<file path="config.mk">
export PLATFORM = sky130hd
export DESIGN_NAME = sr_ram_ctrl
export DESIGN_NICKNAME = d
export VERILOG_FILES = /design/src/rtl/sr_ram_ctrl_pkg.sv /design/src/rtl/sr_ram_ctrl.sv
export SDC_FILE = /design/constraint.sdc
export NUM_CORES = 1
export LEC_CHECK = 0
export ABC_AREA = 0
export BUFFER_PORTS_ARGS = -buffer_cell sky130_fd_sc_hd__buf_2
export CORE_MARGIN = 8
export CORE_UTILIZATION = 40
export CTS_BUF_LIST = sky130_fd_sc_hd__clkbuf_4 sky130_fd_sc_hd__clkbuf_8
export DETAILED_ROUTE_END_ITERATION = 12
export PLACE_DENSITY = 0.75
export SLEW_MARGIN = 20
export SYNTH_ARGS = -nofsm -noshare
export SYNTH_HDL_FRONTEND = slang
export SYNTH_SLANG_ARGS = --single-unit
</file>
<file path="constraint.sdc">
create_clock -name clk -period 2.8 [get_ports clk]
set_input_delay 0.14 -clock clk [delete_from_list [all_inputs] [get_ports clk]]
set_output_delay 0.14 -clock clk [all_outputs]
set_load 0.03 [all_outputs]
</file>
<file path="src/rtl/sr_ram_ctrl_pkg.sv">
// Shared definitions for the RAM-based delay-line controller: FSM states,
// read-latency limits and the delay-length legality check.
package sr_ram_ctrl_pkg;

    typedef enum logic {
        ST_FILL = 1'b0,
        ST_RUN  = 1'b1
    } sr_state_e;

    localparam int RD_LAT_MIN = 1;
    localparam int RD_LAT_MAX = 2;

    // A ring of Len+1 words must fit in the RAM, and a zero delay is meaningless.
    function automatic logic len_legal(input int len, input int depth);
        return (len > 0) && (len < depth);
    endfunction

endpackage

</file>
<file path="src/rtl/sr_ram_ctrl.sv">
// Address/sequencing controller that turns an external simple dual-port RAM
// into a run-time-programmable delay line: circular pointer, fill FSM, valid pipe.
module sr_ram_ctrl
    import sr_ram_ctrl_pkg::*;
#(
    parameter int DSIZE       = 16,
    parameter int WDEPTH      = 800,
    parameter int ASIZE       = $clog2(WDEPTH),
    parameter int RD_LAT      = 1,
    parameter int DEFAULT_LEN = WDEPTH - 1
) (
    input  logic             clk,
    input  logic             Reset,
    input  logic             cfg_load,
    input  logic [ASIZE-1:0] cfg_len,
    output logic             cfg_err,
    input  logic [DSIZE-1:0] Din,
    input  logic             din_valid,
    output logic             ram_wr_en,
    output logic [ASIZE-1:0] ram_wr_addr,
    output logic [DSIZE-1:0] ram_wr_data,
    output logic             ram_rd_en,
    output logic [ASIZE-1:0] ram_rd_addr,
    input  logic [DSIZE-1:0] ram_rd_data,
    output logic [DSIZE-1:0] Q,
    output logic             q_valid,
    output logic             primed
);

    localparam int VLAT = (RD_LAT < RD_LAT_MIN) ? RD_LAT_MIN :
                          (RD_LAT > RD_LAT_MAX) ? RD_LAT_MAX : RD_LAT;

    sr_state_e        state_reg, state_next;
    logic [ASIZE-1:0] len_reg, len_next;
    logic [ASIZE-1:0] ptr_reg, ptr_next, ptr_inc;
    logic [ASIZE-1:0] fill_reg, fill_next, fill_inc;
    logic [VLAT-1:0]  vpipe_reg, vpipe_next, vpipe_shift;
    logic             cfg_err_reg;
    logic             load_ok, load_bad, accept;

    assign load_ok  = cfg_load && len_legal(int'(cfg_len), WDEPTH);
    assign load_bad = cfg_load && !len_legal(int'(cfg_len), WDEPTH);
    // A legal load steals the cycle: the coincident sample is dropped.
    assign accept   = din_valid && !load_ok && !Reset;

    assign ptr_inc  = (ptr_reg == len_reg) ? '0 : ptr_reg + ASIZE'(1);
    assign fill_inc = fill_reg + ASIZE'(1);

    // Only reads issued in RUN return a sample that was actually written.
    assign vpipe_shift[0] = accept && (state_reg == ST_RUN);
    genvar gi;
    generate
        for (gi = 1; gi < VLAT; gi++) begin : g_vpipe
            assign vpipe_shift[gi] = vpipe_reg[gi-1];
        end
    endgenerate

    always_comb begin
        state_next = state_reg;
        len_next   = len_reg;
        ptr_next   = ptr_reg;
        fill_next  = fill_reg;
        vpipe_next = vpipe_shift;
        if (load_ok) begin
            len_next   = cfg_len;
            ptr_next   = '0;
            fill_next  = '0;
            state_next = ST_FILL;
            vpipe_next = '0;
        end else if (accept) begin
            ptr_next = ptr_inc;
            if (state_reg == ST_FILL) begin
                fill_next = fill_inc;
                if (fill_inc == len_reg) begin
                    state_next = ST_RUN;
                end
            end
        end
    end

    always_ff @(posedge clk) begin
        if (Reset) begin
            state_reg   <= ST_FILL;
            len_reg     <= ASIZE'(DEFAULT_LEN);
            ptr_reg     <= '0;
            fill_reg    <= '0;
            vpipe_reg   <= '0;
            cfg_err_reg <= 1'b0;
        end else begin
            state_reg   <= state_next;
            len_reg     <= len_next;
            ptr_reg     <= ptr_next;
            fill_reg    <= fill_next;
            vpipe_reg   <= vpipe_next;
            cfg_err_reg <= load_bad;
        end
    end

    assign ram_wr_en   = accept;
    assign ram_wr_addr = ptr_reg;
    assign ram_wr_data = Din;
    assign ram_rd_en   = accept;
    assign ram_rd_addr = ptr_inc;

    assign q_valid = vpipe_reg[VLAT-1];
    assign Q       = q_valid ? ram_rd_data : '0;
    assign primed  = (state_reg == ST_RUN);
    assign cfg_err = cfg_err_reg;

endmodule

</file>
Yosys cells after proc, flatten, opt, wreduce, memory -nomap -nowiden --
Cells that the tools add are included.
Cells by class: $add $sub $neg 2, multipliers 0, div/mod/pow operators 0, order comparisons 2, equal/unequal tests 2, shifts and indexed selects 0, muxes and demuxes 4, bitwise logic cells 1, reduce and logical (&&, ||, !) cells 11
Operators by type and width (count):
- 10-bit by 1-bit adder with 10-bit output (second input constant) | 2
- 10-bit equality test | 2
- 16-bit two-way mux | 1
- 10-bit by 1-bit greater-than comparator with 1-bit output (second input constant) | 1
- 10-bit < comparator (second input constant) | 1
- 10-bit two-way mux | 1
- 1-bit logical AND | 6
- 1-bit logical NOT | 3
- 1-bit two-way mux | 2
- 2-bit AND reduction | 1
- 2-bit OR reduction | 1
- 1-bit NOT | 1
Storage, ports and cells: flip-flop bits (word level) 33, bits in latches 0, bits in writable memories 0, ROM bits 0, input port bits 46, output and inout port bits 57, logic and storage cells 28, memories 0

Logic depth before layout (Yosys ltp) --
depth in word-level cells 7, gate-level depth with buffers 7, mapped depth without buffers 6

Least setup slack after synthesis --
OpenSTA, ideal clock, no wires.
path type input to output, from input cfg_len[0], to output ram_wr_en, arrival 1.808 ns, required time 2.660 ns, slack 0.852 ns, stages 7, buffers on the path 2, cells stage by stage nor4_1 -> a31oi_4 -> nand2_1 -> nand2b_1 -> buf_2 -> nor2_1 -> buf_4
Between the ends: cells in the longest elaborated chain, start to end 6, elaborated cells on any way between the ends 7, those cells by class 2 x order compare; 5 x reduce/logical
Ends and longest elaborated chain:
- from (decl) | line sr_ram_ctrl.sv:15 | input logic [ASIZE-1:0] cfg_len,
- 10-bit by 1-bit greater-than comparator with 1-bit output / 10-bit < comparator (equally long branches) | line sr_ram_ctrl_pkg.sv:15 | return (len > 0) && (len < depth);
- 1-bit logical AND * | line sr_ram_ctrl_pkg.sv:15
- 1-bit logical AND * | line sr_ram_ctrl.sv:41 | assign load_ok = cfg_load && len_legal(int'(cfg_len), WDEPTH);
- 1-bit logical NOT * | line sr_ram_ctrl.sv:44 | assign accept = din_valid && !load_ok && !Reset;
- 1-bit logical AND * (2 in a row) | line sr_ram_ctrl.sv:44
- to (decl) | line sr_ram_ctrl.sv:19 | output logic ram_wr_en,
Mark *: on every way between the ends. The rest lies on a longest branch, timed or not.

Worst setup path after layout --
from register ptr_reg[2] (netlist: ram_wr_addr[2]), to output ram_rd_addr[3]
Between the ends: cells in the longest elaborated chain, start to end 2, elaborated cells on any way between the ends 3, those cells by class 1 x add/sub; 1 x eq/ne; 1 x mux
Ends and longest elaborated chain:
- from (decl) | line sr_ram_ctrl.sv:35 | logic [ASIZE-1:0] ptr_reg, ptr_next, ptr_inc;
- from (signal assigned) | line sr_ram_ctrl.sv:92 | ptr_reg <= ptr_next;
- 10-bit by 1-bit adder with 10-bit output / 10-bit equality test (equally long branches) | line sr_ram_ctrl.sv:46 | assign ptr_inc = (ptr_reg == len_reg) ? '0 : ptr_reg + ASIZE'(1);
- 10-bit two-way mux * | line sr_ram_ctrl.sv:46
- to (decl) | line sr_ram_ctrl.sv:23 | output logic [ASIZE-1:0] ram_rd_addr,
Marked as above.

==> results.tsv <==
metric	value	unit
status	finished clean	
synthesized net count	315	
I/O Pins	103	
CP required	2.66	ns
Yosys cell types	41	
die area	0.00834	mm2
Total Power	1.02	mW
commonest non-fill, non-tap cells in the layout	70 x buf_2, 33 x dfxtp_1, 20 x nor2_1	
core area	0.00551	mm2
Initial DRC Count	155	
CP startpoint kind	register	
# diodes	0	
Max Freq	419	MHz
initial antenna violation count	0	
class of the most critical setup path	reg -> out	
1st-pass router iterations	4	
Synth Area in Compound Gates	15.3	%
CP max FO	11	
arrival time at the worst endpoint	2.25	ns
Non-Filler Instances	395	
largest family of logic cells by synthesized area	simple AND/OR/NAND/NOR gates	
post-placement cell count	387	
maximum vdd drop	0.260	mV
leading cell type in the layout, fill and taps excluded	buf_2	
Finish-stage setup viols	0	
largest net degree at the start of global routing	21	
gr ovfl total	0	
Final HPWL DP	4780	um
Fin. Hold Viols	0	
period utilisation layout	85.2	%
critical path capture point type	output pin	
worst skew pair latency	0.29	ns
vias in the first global route	1989	
Die W	91.3	um
Hold Slack	0.127	ns
Post-Syn Area per Cell	8.50	um2
Synth Cell Area	0.00227	mm2
Power Density	386	mW/mm2
first-pass GRT wire length	10000	um
fin nets	370	
CTS tree	built	
Seq/Total Area, Yosys	29.1	%
via count	2148	
EDFF count, synth	0	
worst hold path type	in -> reg	
Post-Syn Instances	267	
Synth Area in Simple Gates	28.9	%
DRC viols	0	
number of max-cap violations	0	
adder-cell share of the synthesized area	1.10	%
IO Port Bufs	70	
Main synth FF type	dfxtp_1	
DR WL/cell	15.5	um
Initial Utilization	41.2	%
depth of the CTS H-tree	2	
normalized max-slew margin	62.1	%
clock sinks	33	
GR Util All Layers	14.4	%
post_cts resized	0	
Lkg Pwr	1.15	nW
Die Span Y	91.3	um
RSZ-0062 raised after global routing	false	
post-synthesis xor/xnor area fraction	15.3	%
fraction of registers with async set/reset	0	%
mux contribution to synthesized area	2.21	%
number of buffers created by CTS	5	
Slew Limit Fails	0	
total wire length	6130	um
clock tree buffer depth	2	
Final min period	2.39	ns
post-CTS setup buffer count	0	
worst slew pin tran	0.569	ns
CTS clk-pin slew, worst paths	0.06	ns
Sum Neg Setup Slack	0	ns
#FFs+latches synth	33	
GPL Wtd Cong	0.846	
layout cell share with drive strength beyond 1	30.3	%
CTS Root Buffer Type	clkbuf_8	
Filler cells	528	
Vias/cell	5.44	
Setup Skew	0.00360	ns
Hold Buf Count CTS	0	
P&R area growth vs syn	17.0	%
yosys warns	0	
DRT antenna net count	0	
row count	27	
[final cells by class]
| cell class | count | area (um2) | share of cell area (%) |
|---|---|---|---|
| clock buffer | 8 | 91.3 | 3.44 |
| inverter | 2 | 7.51 | 0.283 |
| multi-input combinational | 206 | 1420 | 53.7 |
| sequential | 33 | 661 | 24.9 |
| tap | 72 | 90.1 | 3.39 |
| timing repair buffer | 74 | 380 | 14.3 |
[path summary, 6_finish.rpt]
| kind | end | cells after the start | slack, ns | from |
|---|---|---|---|---|
| worst min-delay path | len_reg[6] | 3 | 0.13 | cfg_len[6] |
| worst max register to register | ram_wr_addr[1] | 6 | 0.76 | ram_wr_addr[2] |
| worst min register to register | primed | 2 | 0.51 | primed |
| worst max-delay path | ram_rd_addr[3] | 6 | 0.41 | ram_wr_addr[2] |
[where the power goes]
| group | internal (mW) | total [mW] | switching (mW) |
|---|---|---|---|
| sequential | 0.483 | 0.505 | 0.0212 |
| clock | 0.205 | 0.377 | 0.172 |
| combinational | 0.0622 | 0.142 | 0.0803 |
[cell families after synthesis]
| logic type | count (synthesis) |
|---|---|
| flip-flops | 33 |
| buffers and inverters | 28 |
| XOR/XNOR | 38 |
| multiplexers | 5 |
| AND/OR/NAND/NOR | 111 |
| AO/OA/AOI/OAI | 50 |
| adder cells (fa/ha/maj) | 2 |
[routing by layer]
| layer | wire length (um) | GRT usage [%] | share of wire [%] |
|---|---|---|---|
| met1 | 2590 | 17.4 | 42 |
| met2 | 2720 | 21.9 | 44 |
| met3 | 653 | 4.69 | 11 |
| met4 | 172 | 8.46 | 2.8 |
| met5 | 0 | 0 | 0 |
[stage by stage]
step	utilization (%)	cell area, um2	setup slack [ns]
floorplan	-	2270	0.852
global placement	46.5	2560	0.755
detailed placement	46.5	2560	0.732
CTS	48.2	2650	0.391
global route	48.2	2650	0.275
finish	48.2	2650	0.413
[synth_stat cells, drive strengths merged, types with 3 or more instances]
| cell | instances | area (um2) |
|---|---|---|
| xnor2 | 18 | 158 |
| buf | 22 | 161 |
| o21ai | 12 | 60.1 |
| and3 | 12 | 75.1 |
| nand2 | 14 | 52.6 |
| nor3 | 7 | 35.0 |
| nor2 | 29 | 131 |
| mux2i | 5 | 50.1 |
| clkbuf | 4 | 15.0 |
| nor4 | 5 | 67.6 |
| nor2b | 3 | 21.3 |
| a211o | 7 | 61.3 |
| nand3b | 9 | 67.6 |
| a21oi | 13 | 65.1 |
| xor2 | 19 | 166 |
| a31oi | 11 | 98.8 |
| nand4 | 3 | 18.8 |
| nand3 | 5 | 25.0 |
| and2 | 16 | 100 |
| dfxtp | 33 | 661 |
[critical path, cell delays in order, from the launching register on]
cell	delay [ns]
dfxtp_1	0.49
xor2_1	0.16
nor4_4	0.27
buf_4	0.22
and3_1	0.54
nor2_2	0.07
buf_2	0.19
(Power assumes the default switching activity.)
